$ cat config.mk
export PLATFORM = sky130hd
export DESIGN_NAME = uart_rx_frame
export DESIGN_NICKNAME = d
export VERILOG_FILES = /design/src/rtl/uart_rx_frame.sv
export SDC_FILE = /design/constraint.sdc
export NUM_CORES = 1
export LEC_CHECK = 0
export CORE_AREA = 2 2 93 104
export CTS_BUF_LIST = sky130_fd_sc_hd__clkbuf_16
export DETAILED_ROUTE_END_ITERATION = 8
export DIE_AREA = 0 0 95 106
export GPL_TIMING_DRIVEN = 0
export PLACE_DENSITY = 0.37
export SYNTH_ARGS = -nofsm -noshare
export SYNTH_HDL_FRONTEND = slang
export SYNTH_SLANG_ARGS = --single-unit
$ cat constraint.sdc
create_clock -name clk -period 6.78 [get_ports clk]
set_input_delay 1.356 -clock clk [delete_from_list [all_inputs] [get_ports clk]]
set_output_delay 1.356 -clock clk [all_outputs]
set_load 0.02 [all_outputs]
$ cat src/rtl/uart_rx_frame.sv
// uart_rx_frame: oversampling UART receiver with start-bit glitch rejection,
// optional parity, one or two stop bits, break detection and a one-word
// valid/ready output holding register.
//
// Ports:
//   clk        - sole clock, rising edge
//   rst_n      - asynchronous active-low reset
//   uart_rx    - asynchronous serial line, idle high, LSB first
//   data_out   - received word, held while valid
//   valid      - data_out/status hold a word not yet consumed
//   ready      - consumer accepts the word when valid & ready at a rising edge
//   parity_err - held word failed parity (always 0 when PARITY = 0)
//   frame_err  - held word had a 0 sampled in a stop bit
//   overrun    - one-cycle pulse: a completed frame was dropped
module uart_rx_frame #(
    parameter int CLOCK_SPEED = 50000000,
    parameter int BAUD_RATE   = 115200,
    parameter int DATA_BITS   = 8,   // 5..9
    parameter int PARITY      = 0,   // 0 none, 1 odd, 2 even
    parameter int STOP_BITS   = 1    // 1..2
) (
    input  logic                 clk,
    input  logic                 rst_n,
    input  logic                 uart_rx,
    output logic [DATA_BITS-1:0] data_out,
    output logic                 valid,
    input  logic                 ready,
    output logic                 parity_err,
    output logic                 frame_err,
    output logic                 overrun
);

    localparam int BIT_TICKS = CLOCK_SPEED / BAUD_RATE;
    localparam int CW        = $clog2(BIT_TICKS + 1);

    localparam logic [CW-1:0] BIT_LAST  = CW'(BIT_TICKS - 1);
    localparam logic [CW-1:0] HALF_LAST = CW'(BIT_TICKS / 2 - 1);
    localparam logic [3:0]    DATA_LAST = 4'(DATA_BITS - 1);
    localparam logic [3:0]    STOP_LAST = 4'(STOP_BITS - 1);
    // XOR of data and parity bit must equal this for a good odd-parity frame;
    // folding it in makes the error term zero for a correct frame in both modes.
    localparam logic          ODD       = (PARITY == 1);

    typedef enum logic [2:0] {
        S_IDLE,
        S_START,
        S_DATA,
        S_PARITY,
        S_STOP,
        S_BREAK
    } state_t;

    state_t               state;
    logic                 rx_meta;
    logic                 rx_s;
    logic [CW-1:0]        tick;
    logic [3:0]           bit_cnt;
    logic [DATA_BITS-1:0] shreg;
    logic                 par_bad;
    logic                 fe_acc;

    // Two-flop synchronizer; resets to the idle (high) line level so a reset
    // never looks like a start bit.
    // NOTE: sequential state uses non-blocking assignments so every flop
    // samples pre-edge values regardless of statement order.
    always_ff @(posedge clk or negedge rst_n) begin
        if (!rst_n) begin
            rx_meta <= 1'b1;
            rx_s    <= 1'b1;
        end else begin
            rx_meta <= uart_rx;
            rx_s    <= rx_meta;
        end
    end

    always_ff @(posedge clk or negedge rst_n) begin
        if (!rst_n) begin
            state      <= S_IDLE;
            tick       <= '0;
            bit_cnt    <= '0;
            shreg      <= '0;
            par_bad    <= 1'b0;
            fe_acc     <= 1'b0;
            data_out   <= '0;
            valid      <= 1'b0;
            parity_err <= 1'b0;
            frame_err  <= 1'b0;
            overrun    <= 1'b0;
        end else begin
            overrun <= 1'b0;
            // Consumption; a same-cycle completion below overrides this.
            if (valid && ready) valid <= 1'b0;

            case (state)
                S_IDLE: begin
                    if (!rx_s) begin
                        state <= S_START;
                        tick  <= '0;
                    end
                end

                // Re-check the line half a bit in, rejecting short glitches.
                S_START: begin
                    if (tick == HALF_LAST) begin
                        tick    <= '0;
                        bit_cnt <= '0;
                        par_bad <= 1'b0;
                        fe_acc  <= 1'b0;
                        state   <= rx_s ? S_IDLE : S_DATA;
                    end else begin
                        tick <= tick + 1'b1;
                    end
                end

                S_DATA: begin
                    if (tick == BIT_LAST) begin
                        tick  <= '0;
                        shreg <= {rx_s, shreg[DATA_BITS-1:1]};
                        if (bit_cnt == DATA_LAST) begin
                            bit_cnt <= '0;
                            state   <= (PARITY != 0) ? S_PARITY : S_STOP;
                        end else begin
                            bit_cnt <= bit_cnt + 1'b1;
                        end
                    end else begin
                        tick <= tick + 1'b1;
                    end
                end

                S_PARITY: begin
                    if (tick == BIT_LAST) begin
                        tick    <= '0;
                        par_bad <= (^shreg) ^ rx_s ^ ODD;
                        state   <= S_STOP;
                    end else begin
                        tick <= tick + 1'b1;
                    end
                end

                S_STOP: begin
                    if (tick == BIT_LAST) begin
                        tick <= '0;
                        if (bit_cnt == STOP_LAST) begin
                            // Frame complete: load unless an unconsumed word
                            // is still held, in which case drop and flag.
                            if (!valid || ready) begin
                                data_out   <= shreg;
                                parity_err <= par_bad;
                                frame_err  <= fe_acc | ~rx_s;
                                valid      <= 1'b1;
                            end else begin
                                overrun <= 1'b1;
                            end
                            bit_cnt <= '0;
                            state   <= rx_s ? S_IDLE : S_BREAK;
                        end else begin
                            bit_cnt <= bit_cnt + 1'b1;
                            if (!rx_s) fe_acc <= 1'b1;
                        end
                    end else begin
                        tick <= tick + 1'b1;
                    end
                end

                // Line held low past the stop bit: wait for it to recover so a
                // break is not mistaken for a stream of zero frames.
                S_BREAK: begin
                    if (rx_s) state <= S_IDLE;
                end

                default: state <= S_IDLE;
            endcase
        end
    end

endmodule

==> Yosys cells after proc, flatten, opt, wreduce, memory -nomap -nowiden <==
Index checks and enable logic that the tools add are counted.
{ "totals": {"register_bits": 40, "in_bits": 4, "out_inout_bits": 12} }
{ "op_classes": {"addsub": 2, "n_eq_ne": 18, "muxes": 37, "bitwise_logic": 3, "n_reduce_logical": 18} }
{ "ops": {"columns": ["cell", "n"], "rows": [
  ["two-way mux 3 bit", 9],
  ["two-way mux 9 bit", 3],
  ["case mux 9 bit (3 select lines)", 1],
  ["two-way mux 4 bit", 5],
  ["inequality test 2 bit (second input constant)", 10],
  ["case mux 3 bit (6 select lines)", 1],
  ["two-way mux 1 bit", 14],
  ["case mux 4 bit (3 select lines)", 1],
  ["adder 9 x 1 -> 9 bit (second input constant)", 1],
  ["== test 9 x 8 -> 1 bit (second input constant)", 1],
  ["== test 9 bit (second input constant)", 1],
  ["AND reduction 4 bit", 2],
  ["AND reduction 8 bit", 1],
  ["XOR reduction 8 bit", 1],
  ["== test 3 x 2 -> 1 bit (second input constant)", 2],
  ["== test 3 bit (second input constant)", 2],
  ["nonzero test 3 bit", 2],
  ["AND reduction 5 bit", 1],
  ["adder 4 x 1 -> 4 bit (second input constant)", 1],
  ["== test 4 x 3 -> 1 bit (second input constant)", 1],
  ["logical NOT 4 bit", 1],
  ["case mux 1 bit (2 select lines)", 2],
  ["AND reduction 2 bit", 2],
  ["nonzero test 2 bit", 2],
  ["11 further kinds", 11]
]} }

==> Depth between registers and ports, before layout <==
Gate-level depths: netlist (run 1).
{ "logic_depth": {"depth_word": 6, "depth_mapped": 8} }

==> Worst setup path after synthesis (run 1) <==
OpenSTA, ideal clock, no wires.
{ "synth_path": {"kind": "input port to flip-flop", "from": "in ready", "to": "reg data_out[0]", "t_arrival_ns": 2.085, "slack_ns": 4.570, "stages": 4, "n_path_buf": 1, "cell_sequence": "nand2b_1 > nor2b_1 > buf_4 > mux2_2"} }
{ "synth_via": {"elab_chain_len": 2} }
{ "synth_lines": {"columns": ["item", "line_no", "text"], "rows": [
  ["start: declaration", "27", "input logic ready,"],
  ["logical OR 1 bit", "146", "if (!valid || ready) begin"],
  ["AND reduction 4 bit (no line)", null, null],
  ["end signal: assignment", "147", "data_out <= shreg;"],
  ["end: declaration", "25", "output logic [DATA_BITS-1:0] data_out,"]
]} }
No other way between the ends.
A chain may end at the register's enable or synchronous reset.

==> Worst setup path in the final report (run 1) <==
{ "layout_path": {"from": "reg frame_err", "to": "out frame_err"} }
{ "layout_rtl": {"columns": ["item", "line_no", "text"], "rows": [
  ["start: declaration", "29", "output logic frame_err,"],
  ["start signal: assignment", "149", "frame_err <= fe_acc | ~rx_s;"]
]} }
No word-level cell between the ends.

==> results.py, run 1 <==
metrics = {
    "global_route": {
        "gr-total-overflow": 0,
        "grt_pass1_wl_mm": 7.217,
        "antenna_found_initial": 0,
        "grt_max_degree": 37,
        "grt_pass1_vias": 1436,
        "grt.total_usage": 0.09233,
    },
    "die": {
        "fp.dieH_um": 106,
        "ioPinCount": 16,
        "rows": 37,
        "coreArea_mm2": 0.009120,
        "start_util": 0.2236,
        "die-area_mm2": 0.01007,
        "die_w_um": 95,
    },
    "synth": {
        "syn_avg_cell_area_um2": 10.96,
        "yosys.area.top_type_share": 0.4663,
        "ys_seq_area_frac": 0.4920,
        "async_flop_share": 1.000,
        "syn-cell-area_mm2": 0.002039,
        "ys_types": 40,
        "synth_area_leaders": "dfrtp_1 47%, mux2_2 11%, xnor2_1 3.9%, ha_1 3.1%, nand2_1 2.8%",
        "yosysWarnings": 0,
        "synth.top_cells.by_count": "38 x dfrtp_1, 20 x mux2_2, 15 x nand2_1",
        "synth_edf_count": 0,
        "yosys.area.top_type": "dfrtp_1",
        "yosys_register_bits": 40,
        "syn-num-nets": 195,
        "yosysMostFrequentCell": "dfrtp_1",
        "synthCells": 186,
        "synth_ff_type": "dfrtp_1",
    },
    "route": {
        "dr.first_iter.drc_count": 42,
        "dr.pass1.iters": 4,
        "drc_errors": 0,
        "dr_total_vias": 1398,
        "routedWlPerCell_um": 12.69,
        "detail-route-antenna-nets": 0,
        "vias_per_cell": 4.275,
        "wirelength_mm": 4.150,
    },
    "pwr": {
        "power_switching_mw": 0.1057,
        "combPwrFrac": 0.017,
        "seqPwrFrac": 0.459,
        "leakage_nw": 1.084,
        "p_per_area_mw_per_mm2": 207.6,
        "internal-power_mw": 0.4179,
        "ir_worst_vdd_mv": 0.1021,
        "clkPwrFrac": 0.524,
        "swShare": 0.2019,
    },
    "placement": {
        "dp_slack_ns": 3.998,
        "portBuffers": 15,
        "place.gp.congestion": 0.7009,
        "dp_hpwl_mm": 2.972,
    },
    "layout": {
        "antennaDiodeCount": 0,
        "fin_nets": 218,
        "n_fill_cell": 933,
        "drive_above_1_share": 0.1905,
        "area_delta_synth_final_pct": 23.68,
    },
    "critical_path": {
        "critPathCaptureType": "output port",
        "cp-start-kind": "flip-flop",
        "crit_start": "frame_err$_DFFE_PN0P_",
        "cp_max_fo": 2,
        "crit-reg2reg-launch": "tick[3]$_DFFE_PN0P_",
        "crit_family": "buffers and inverters",
        "cp.required_ns": 5.42,
        "crit_buf_inv": 1,
        "crit_path_max_incr_delay_ns": 0.60,
        "arrival_ns": 1.24,
        "slowest_stage": "clkdlybuf4s50_1",
        "path_class": "flip-flop to output port",
        "path_cells": "clkdlybuf4s50_1",
    },
    "sta": {
        "maxSlewHeadroom": 0.4573,
        "period_minus_slack_ns": 2.594,
        "fin_crit_sh": 0.3827,
        "finClkSkew_ns": 0.006355,
        "max_freq_mhz": 385.4,
        "finalMaxSlewViolations": 0,
        "rsz0062_at_grt": "false",
        "hold_viol": 0,
        "worst_pin_slew_ns": 0.8123,
        "final.setup.worst_slack_ns": 4.186,
        "finalSetupTns_ns": 0,
        "setup_violations": 0,
    },
    "outcome": {
        "outcome": "completed",
    },
    "clocking": {
        "clk_latency_ns": 0.28,
        "postCtsSetupRepairBufs": 0,
        "cts.sinks": 40,
        "cts_tree": "built",
        "clk_pin_slew_worst_paths_ns": 0.06,
        "cts_made_buffers": 5,
        "hold_buffers": 0,
        "root_buffer": "clkbuf_16",
        "clockBufferDepth": 2,
        "ctsHtreeMaxLevel": 2,
        "post_cts_resized": 0,
    },
    "hold_path": {
        "worstHoldPathType": "flip-flop to flip-flop",
        "min_from": "rx_meta$_DFF_PN1_",
    },
    "run": {
        "max_cap_violations": 0,
    },
}
==> power by group through the flow <==
stage          sequential (mW)  combinational [mW]  clock (mW)
2_1_floorplan            0.245             0.00140           0
3_3_place_gp             0.245             0.00860           0
3_5_place_dp             0.245             0.00981           0
4_1_cts                  0.240             0.00988       0.288
5_1_grt                  0.240              0.0108       0.296
6_report                 0.240             0.00906       0.274
==> sequential cells by signal, indices dropped and copies added (netlist names) <==
register	count
fe_acc	1
overrun	1
rx_s	1
shreg	8
data_out	8
par_bad	1
frame_err	1
parity_err	1
valid	1
tick	9
state	3
bit_cnt	4
rx_meta	1
==> layout by cell type, fill, tap and decap left out, drive strengths merged, types with 4 or more instances in the layout <==
cell,netlist,layout
dfrtp,38,38
mux2,20,20
nand2,15,15
clkdlybuf4s50,0,14
o21ai,12,12
inv,9,10
xnor2,9,9
a21oi,9,9
nor2,9,9
nand3,8,8
nand2b,7,7
clkbuf,2,7
mux2i,5,5
ha,5,5
buf,3,5
or3,4,4
==> cell families after synthesis <==
group | count (synthesis) | share of synthesized area
compound gates | 30 | 0.09386
simple gates | 63 | 0.1779
mux | 25 | 0.1350
buf+inv | 14 | 0.03190
fa+ha+maj | 5 | 0.03067
flops | 40 | 0.4920
xor+xnor | 9 | 0.03865
==> worst register-to-register path: cells and delay by family (launching register included) <==
family | cells | cell delay (ns)
compound gates | 1 | 0.27
flops | 1 | 0.45
mux | 1 | 0.34
simple gates | 2 | 1.26
==> worst paths after layout <==
path                                          endpoint  slack (ns)  depth (start not counted)
max in group asynchronous            rx_meta$_DFF_PN1_        5.38                          2
worst max-delay path                         frame_err        4.19                          1
min in group asynchronous          tick[5]$_DFFE_PN0P_        0.90                          1
worst min-delay path                    rx_s$_DFF_PN1_        0.35                          0
worst max register to register  bit_cnt[0]$_DFFE_PN0P_        4.35                          4
worst min register to register          rx_s$_DFF_PN1_        0.35                          0
==> area by class of cell <==
| type | count | area (um^2) | share of cell area |
|---|---|---|---|
| plain buffers | 5 | 31.28 | 0.01240 |
| clock buffers | 5 | 125.1 | 0.04960 |
| clock inverters | 3 | 46.29 | 0.01835 |
| inverters | 9 | 33.78 | 0.01339 |
| multi-input cells | 132 | 970.9 | 0.3849 |
| flip-flops and latches | 40 | 1003 | 0.3978 |
| well taps | 117 | 146.4 | 0.05804 |
| repair buffers | 16 | 165.2 | 0.06548 |
==> routing by layer <==
| metal | track usage | share of wire | vias up |
|---|---|---|---|
| met5 | 0 | 0 | - |
| met4 | 0.03416 | 0.016 | 0 |
| met3 | 0.02481 | 0.020 | 4 |
| met2 | 0.1408 | 0.48 | 13 |
| met1 | 0.1245 | 0.49 | 673 |
| li1 | - | - | 708 |
==> stage by stage <==
step	power, mW	area (um^2)	utilization	hold WS (ns)	cells
floorplan	0.2460	2039	-	0.3452	186
global placement	0.2535	2336	0.2561	0.3470	318
detailed placement	0.2546	2351	0.2578	0.3490	319
CTS	0.5378	2522	0.2766	0.3558	327
global route	0.5471	2522	0.2766	0.3582	327
finish	0.5236	2522	0.2766	0.3531	327
No activity file was read; power rests on OpenSTA's default activity.
==> run 2: changes to the inputs <==
- PLACE_DENSITY: 0.37 -> 0.38
- clock period: 6.78 -> 2.21 ns (I/O delays scaled with it)
==> run 2 against run 1 <==
Net effect:
- die area did not move
- clock power increased to 2.6 times the previous value
- register-to-register slack got worse by 4.3 ns
- combinational power rose to 3.2 times the previous value
- first-iteration DRC count rose by 76%
- via count grew 4.9%
- critical endpoint is now frame_err$_DFFE_PN0P_
- largest cell class is now multi-input gates
==> results.py, run 2 (synthesis results as in run 1) <==
metrics = {
    "sta": {
        "setup_violations": 0,
        "maxSlewHeadroom": 0.7025,
        "finClkSkew_ns": 0.008397,
        "rsz0062_at_grt": "true",
        "hold_viol": 0,
        "max_freq_mhz": 465.3,
        "whs_ns": 0.3562,
        "finalSetupTns_ns": 0,
        "worst_pin_slew_ns": 0.4415,
        "finalMaxSlewViolations": 0,
        "period_minus_slack_ns": 2.149,
        "fin_crit_sh": 0.9724,
    },
    "global_route": {
        "antenna_found_initial": 0,
        "gr-total-overflow": 0,
        "grt_max_degree": 36,
        "grt_pass1_wl_mm": 7.493,
        "grt.total_usage": 0.09539,
        "grt_pass1_vias": 1459,
    },
    "clocking": {
        "clk_latency_ns": 0.29,
        "cts.sinks": 40,
        "clockBufferDepth": 2,
        "cts_made_buffers": 5,
        "clk_pin_slew_worst_paths_ns": 0.07,
        "cts_tree": "built",
        "root_buffer": "clkbuf_16",
        "ctsHtreeMaxLevel": 2,
    },
    "pwr": {
        "seqPwrFrac": 0.496,
        "ir_worst_vdd_mv": 0.2589,
        "internal-power_mw": 1.161,
        "combPwrFrac": 0.019,
        "swShare": 0.2195,
        "p_per_area_mw_per_mm2": 573.0,
        "leakage_nw": 1.110,
        "clkPwrFrac": 0.485,
        "power_switching_mw": 0.3265,
    },
    "critical_path": {
        "crit_path_max_incr_delay_ns": 0.52,
        "slowest_stage": "or4b_4",
        "arrival_ns": 2.32,
        "r2r_setup_slack_ns": 0.06,
        "cp_max_fo": 10,
        "crit-reg2reg-launch": "tick[2]$_DFFE_PN0P_",
        "critPathCaptureType": "flip-flop",
        "cp.required_ns": 2.38,
        "cp-start-kind": "flip-flop",
        "path_cells": "buf_6 > or4b_4 > nor2_4 > nand3_1 > nor2b_1 > buf_6 > mux2_2",
        "path_class": "flip-flop to flip-flop",
        "r2r-end": "frame_err$_DFFE_PN0P_",
        "reg2reg_depth": 7,
        "crit_top_cell": "buf_6",
    },
    "die": {
        "start_util": 0.2236,
        "rows": 37,
        "coreArea_mm2": 0.009120,
        "ioPinCount": 16,
        "die-area_mm2": 0.01007,
        "fp.dieH_um": 106,
        "die_w_um": 95,
    },
    "layout": {
        "final_area_mm2": 0.002596,
        "final_cell_mix": "37 x dfrtp_1, 20 x mux2_2, 14 x nand2_1, 14 x clkdlybuf4s50_1, 11 x o21ai_0",
        "fin_cells": 333,
        "antennaDiodeCount": 0,
        "top_register": "tick",
        "fin_nets": 224,
        "area_delta_synth_final_pct": 27.30,
        "largest_register_ffs": 9,
        "reg.largest.list": "tick (9), data_out (8), shreg (8)",
        "final_common_cell": "dfrtp_1",
        "drive_above_1_share": 0.2500,
    },
    "run": {
        "max_cap_violations": 0,
    },
    "hold_path": {
        "hold_depth": 0,
        "worstHoldPathType": "flip-flop to flip-flop",
        "whs_endpoint": "rx_s$_DFF_PN1_",
        "min_from": "rx_meta$_DFF_PN1_",
    },
    "route": {
        "wirelength_mm": 4.353,
        "vias_per_cell": 4.402,
        "dr.pass1.iters": 4,
        "drc_errors": 0,
        "dr_total_vias": 1466,
        "routedWlPerCell_um": 13.07,
        "dr.first_iter.drc_count": 74,
        "detail-route-antenna-nets": 0,
    },
    "placement": {
        "portBuffers": 15,
        "dp_hpwl_mm": 3.056,
        "place.gp.congestion": 0.6884,
        "dpl_cell_area_mm2": 0.002351,
        "dp_cells": 319,
    },
    "outcome": {
        "outcome": "completed",
    },
}
[run 2: worst max path at each step]
stage                                start                     end  slack, ns  cells after the start
floorplan              tick[2]$_DFFE_PN0P_  bit_cnt[0]$_DFFE_PN0P_       0.07                      5
global placement                     rst_n    shreg[3]$_DFFE_PN0P_      -0.58                      1
detailed placement     tick[3]$_DFFE_PN0P_  bit_cnt[0]$_DFFE_PN0P_      -0.22                      4
CTS                   state[1]$_DFFE_PN0P_    state[1]$_DFFE_PN0P_       0.02                      6
global route        bit_cnt[0]$_DFFE_PN0P_    state[1]$_DFFE_PN0P_      -0.02                      8
finish                 tick[2]$_DFFE_PN0P_   frame_err$_DFFE_PN0P_       0.06                      7
[run 2: repair_timing]
item / CTS / global route
hold endpoints to repair: 5 / 0
resized for setup: 3 / 10
pin swaps: 2 / 0
setup buffers: 4 / 1
setup endpoints to repair: 29 / 21
hold buffers: 1 / 0
[run 2: worst max-delay path, delay by kind of cell, from the launching register on]
kind                   cells  cell delay [ns]
muxes                      1             0.34
and+or+nand+nor            4             1.00
DFF                        1             0.37
buffers and inverters      2             0.30
[run 2: power groups by stage]
stage | logic [mW] | registers (mW) | clock network [mW]
floorplan | 0.00429 | 0.750 | 0
global placement | 0.0267 | 0.751 | 0
detailed placement | 0.0297 | 0.751 | 0
CTS | 0.0312 | 0.737 | 0.751
global route | 0.0339 | 0.737 | 0.776
finish | 0.0289 | 0.738 | 0.721
[run 2: cell type report]
cell class	instances	area [um^2]
Inverter	9	33.78
Buffer	5	36.28
Timing Repair Buffer	22	212.7
Tap cell	117	146.4
Clock inverter	3	18.77
Multi-Input combinational cell	132	1018
Sequential cell	40	1005
Fill cell	953	6524
Clock buffer	5	125.1
[run 2: stage by stage]
| step | total power [mW] | util | setup slack (ns) |
|---|---|---|---|
| floorplan | 0.7547 | - | 0.06535 |
| global placement | 0.7778 | 0.2561 | -0.5787 |
| detailed placement | 0.7807 | 0.2578 | -0.2224 |
| CTS | 1.520 | 0.2799 | 0.02470 |
| global route | 1.547 | 0.2847 | -0.02242 |
| finish | 1.488 | 0.2847 | 0.06100 |
[run 2: metal layers]
layer | track usage | up-vias | wire (um)
met3 | 0.02339 | 4 | 103
met4 | 0.03416 | 0 | 72
met1 | 0.1323 | 729 | 2137
met5 | 0 | - | 0
li1 | - | 718 | -
met2 | 0.1434 | 15 | 2040
==> run 3: changes to the inputs <==
- CORE_AREA: 2 2 93 104 -> 2 2 72 80
- DIE_AREA: 0 0 95 106 -> 0 0 74 82
- PLACE_DENSITY: 0.38 -> 0.58
==> run 3 against run 2 <==
Net effect:
- via count shrank 3.8%
- hold slack lost 0.27 ns
- clock-buffer cell count is the same
- clock power grew 13%
- combinational power shrank 6.9%
- first-iteration DRC count grew 35%
- sequential share of layout area grew 1.3 points
- total power grew 6.1%
==> results.py, run 3 (synthesis results as in run 1) <==
metrics = {
    "global_route": {
        "grt_max_degree": 26,
        "gr-total-overflow": 0,
        "grt_pass1_vias": 1334,
        "antenna_found_initial": 0,
        "grt_pass1_wl_mm": 6.341,
        "grt.total_usage": 0.1415,
    },
    "clocking": {
        "clk_latency_ns": 0.28,
        "root_buffer": "clkbuf_16",
        "cts.sinks": 40,
        "ctsHtreeMaxLevel": 2,
        "cts_made_buffers": 5,
        "hold_buffers": 0,
        "clockBufferDepth": 2,
        "cts_tree": "built",
        "clk_pin_slew_worst_paths_ns": 0.06,
    },
    "critical_path": {
        "cp-start-kind": "flip-flop",
        "path_class": "flip-flop to flip-flop",
        "arrival_ns": 2.25,
        "crit-reg2reg-launch": "tick[2]$_DFFE_PN0P_",
        "cp.required_ns": 2.38,
        "critPathCaptureType": "flip-flop",
        "cp_max_fo": 10,
        "crit_start": "tick[2]$_DFFE_PN0P_",
    },
    "sta": {
        "maxSlewHeadroom": 0.5642,
        "whs_ns": 0.08457,
        "setup_violations": 0,
        "finalMaxSlewViolations": 0,
        "finalSetupTns_ns": 0,
        "max_freq_mhz": 480.4,
        "hold_viol": 0,
        "period_minus_slack_ns": 2.081,
        "worst_pin_slew_ns": 0.6494,
        "finClkSkew_ns": 0.002924,
        "fin_crit_sh": 0.9418,
        "rsz0062_at_grt": "false",
        "final.setup.worst_slack_ns": 0.1285,
    },
    "pwr": {
        "internal-power_mw": 1.276,
        "combPwrFrac": 0.017,
        "power_switching_mw": 0.3020,
        "seqPwrFrac": 0.468,
        "swShare": 0.1914,
        "clkPwrFrac": 0.515,
        "p_per_area_mw_per_mm2": 627.4,
        "ir_worst_vdd_mv": 0.4243,
        "leakage_nw": 1.104,
    },
    "die": {
        "die-area_mm2": 0.006068,
        "ioPinCount": 16,
        "start_util": 0.3855,
        "rows": 28,
        "die_w_um": 74,
        "fp.dieH_um": 82,
        "coreArea_mm2": 0.005290,
    },
    "placement": {
        "dp_hpwl_mm": 2.604,
        "dp_slack_ns": -0.1857,
        "place.gp.congestion": 0.7673,
        "portBuffers": 15,
        "dpl_cell_area_mm2": 0.002298,
    },
    "route": {
        "dr.first_iter.drc_count": 100,
        "vias_per_cell": 4.930,
        "drc_errors": 0,
        "wirelength_mm": 3.776,
        "routedWlPerCell_um": 13.20,
        "dr.pass1.iters": 4,
        "dr_total_vias": 1410,
        "detail-route-antenna-nets": 0,
    },
    "layout": {
        "reg.largest.list": "tick (9), data_out (8), shreg (8)",
        "fin_nets": 219,
        "drive_above_1_share": 0.2227,
        "antennaDiodeCount": 0,
        "final_area_mm2": 0.002515,
        "largest_register_ffs": 9,
        "final_cell_mix": "37 x dfrtp_1, 20 x mux2_2, 15 x nand2_1",
        "final_common_cell": "dfrtp_1",
        "top_register": "tick",
        "area_delta_synth_final_pct": 23.31,
    },
    "run": {
        "max_cap_violations": 0,
    },
    "hold_path": {
        "worstHoldPathType": "input pin to async pin",
    },
    "outcome": {
        "outcome": "completed",
    },
}
==> run 3: cell type report <==
class                   count  area [um^2]
multi-input cells         132         1003
inverters                   9        33.78
flip-flops and latches     40         1005
clock inverters             3        42.54
clock buffers               5        125.1
fillers                   494         2775
plain buffers               4        31.28
repair buffers             18        180.2
well taps                  75        93.84
==> run 3: worst paths after layout <==
kind	to	slack, ns	cells after the start
min in group clk	rx_s$_DFF_PN1_	0.36	0
max in group asynchronous	rx_s$_DFF_PN1_	1.59	2
worst max register to register	data_out[4]$_DFFE_PN0P_	0.13	7
worst max-delay path	data_out[4]$_DFFE_PN0P_	0.13	7
worst min register to register	rx_s$_DFF_PN1_	0.36	0
worst min-delay path	bit_cnt[3]$_DFFE_PN0P_	0.08	1
==> run 3: routing by layer <==
layer  part of all wire  global-route usage
met4              0.021             0.06182
met1               0.48              0.1808
met2               0.47              0.2161
met3              0.034             0.04908
met5                  0                   0
==> run 3: through the flow <==
stage / cells / util / power, mW
finish: 286 / 0.4754 / 1.578
global route: 286 / 0.4754 / 1.643
CTS: 287 / 0.4709 / 1.602
detailed placement: 277 / 0.4345 / 0.7796
global placement: 276 / 0.4316 / 0.7764
floorplan: 186 / - / 0.7547
==> run 3: timing repair <==
item | 4_1_cts | 5_1_grt
pin swaps | 2 | 0
setup buffers | 2 | 0
resized for setup | 2 | 6
gates cloned | 0 | 0
setup endpoints to repair | 23 | 18
==> run 3: critical path, cell delays in order, from the launching register on <==
cell	delay (ns)
dfrtp_1	0.37
buf_6	0.13
or4b_4	0.52
nor2_4	0.17
nand3_2	0.10
nor2b_1	0.16
buf_6	0.17
mux2_2	0.34
==> run 3: power by group through the flow <==
| stage | registers (mW) | clock network [mW] | logic, mW |
|---|---|---|---|
| finish | 0.738 | 0.813 | 0.0269 |
| global route | 0.738 | 0.874 | 0.0318 |
| CTS | 0.738 | 0.835 | 0.0287 |
| detailed placement | 0.751 | 0 | 0.0287 |
| global placement | 0.751 | 0 | 0.0254 |
| floorplan | 0.750 | 0 | 0.00429 |
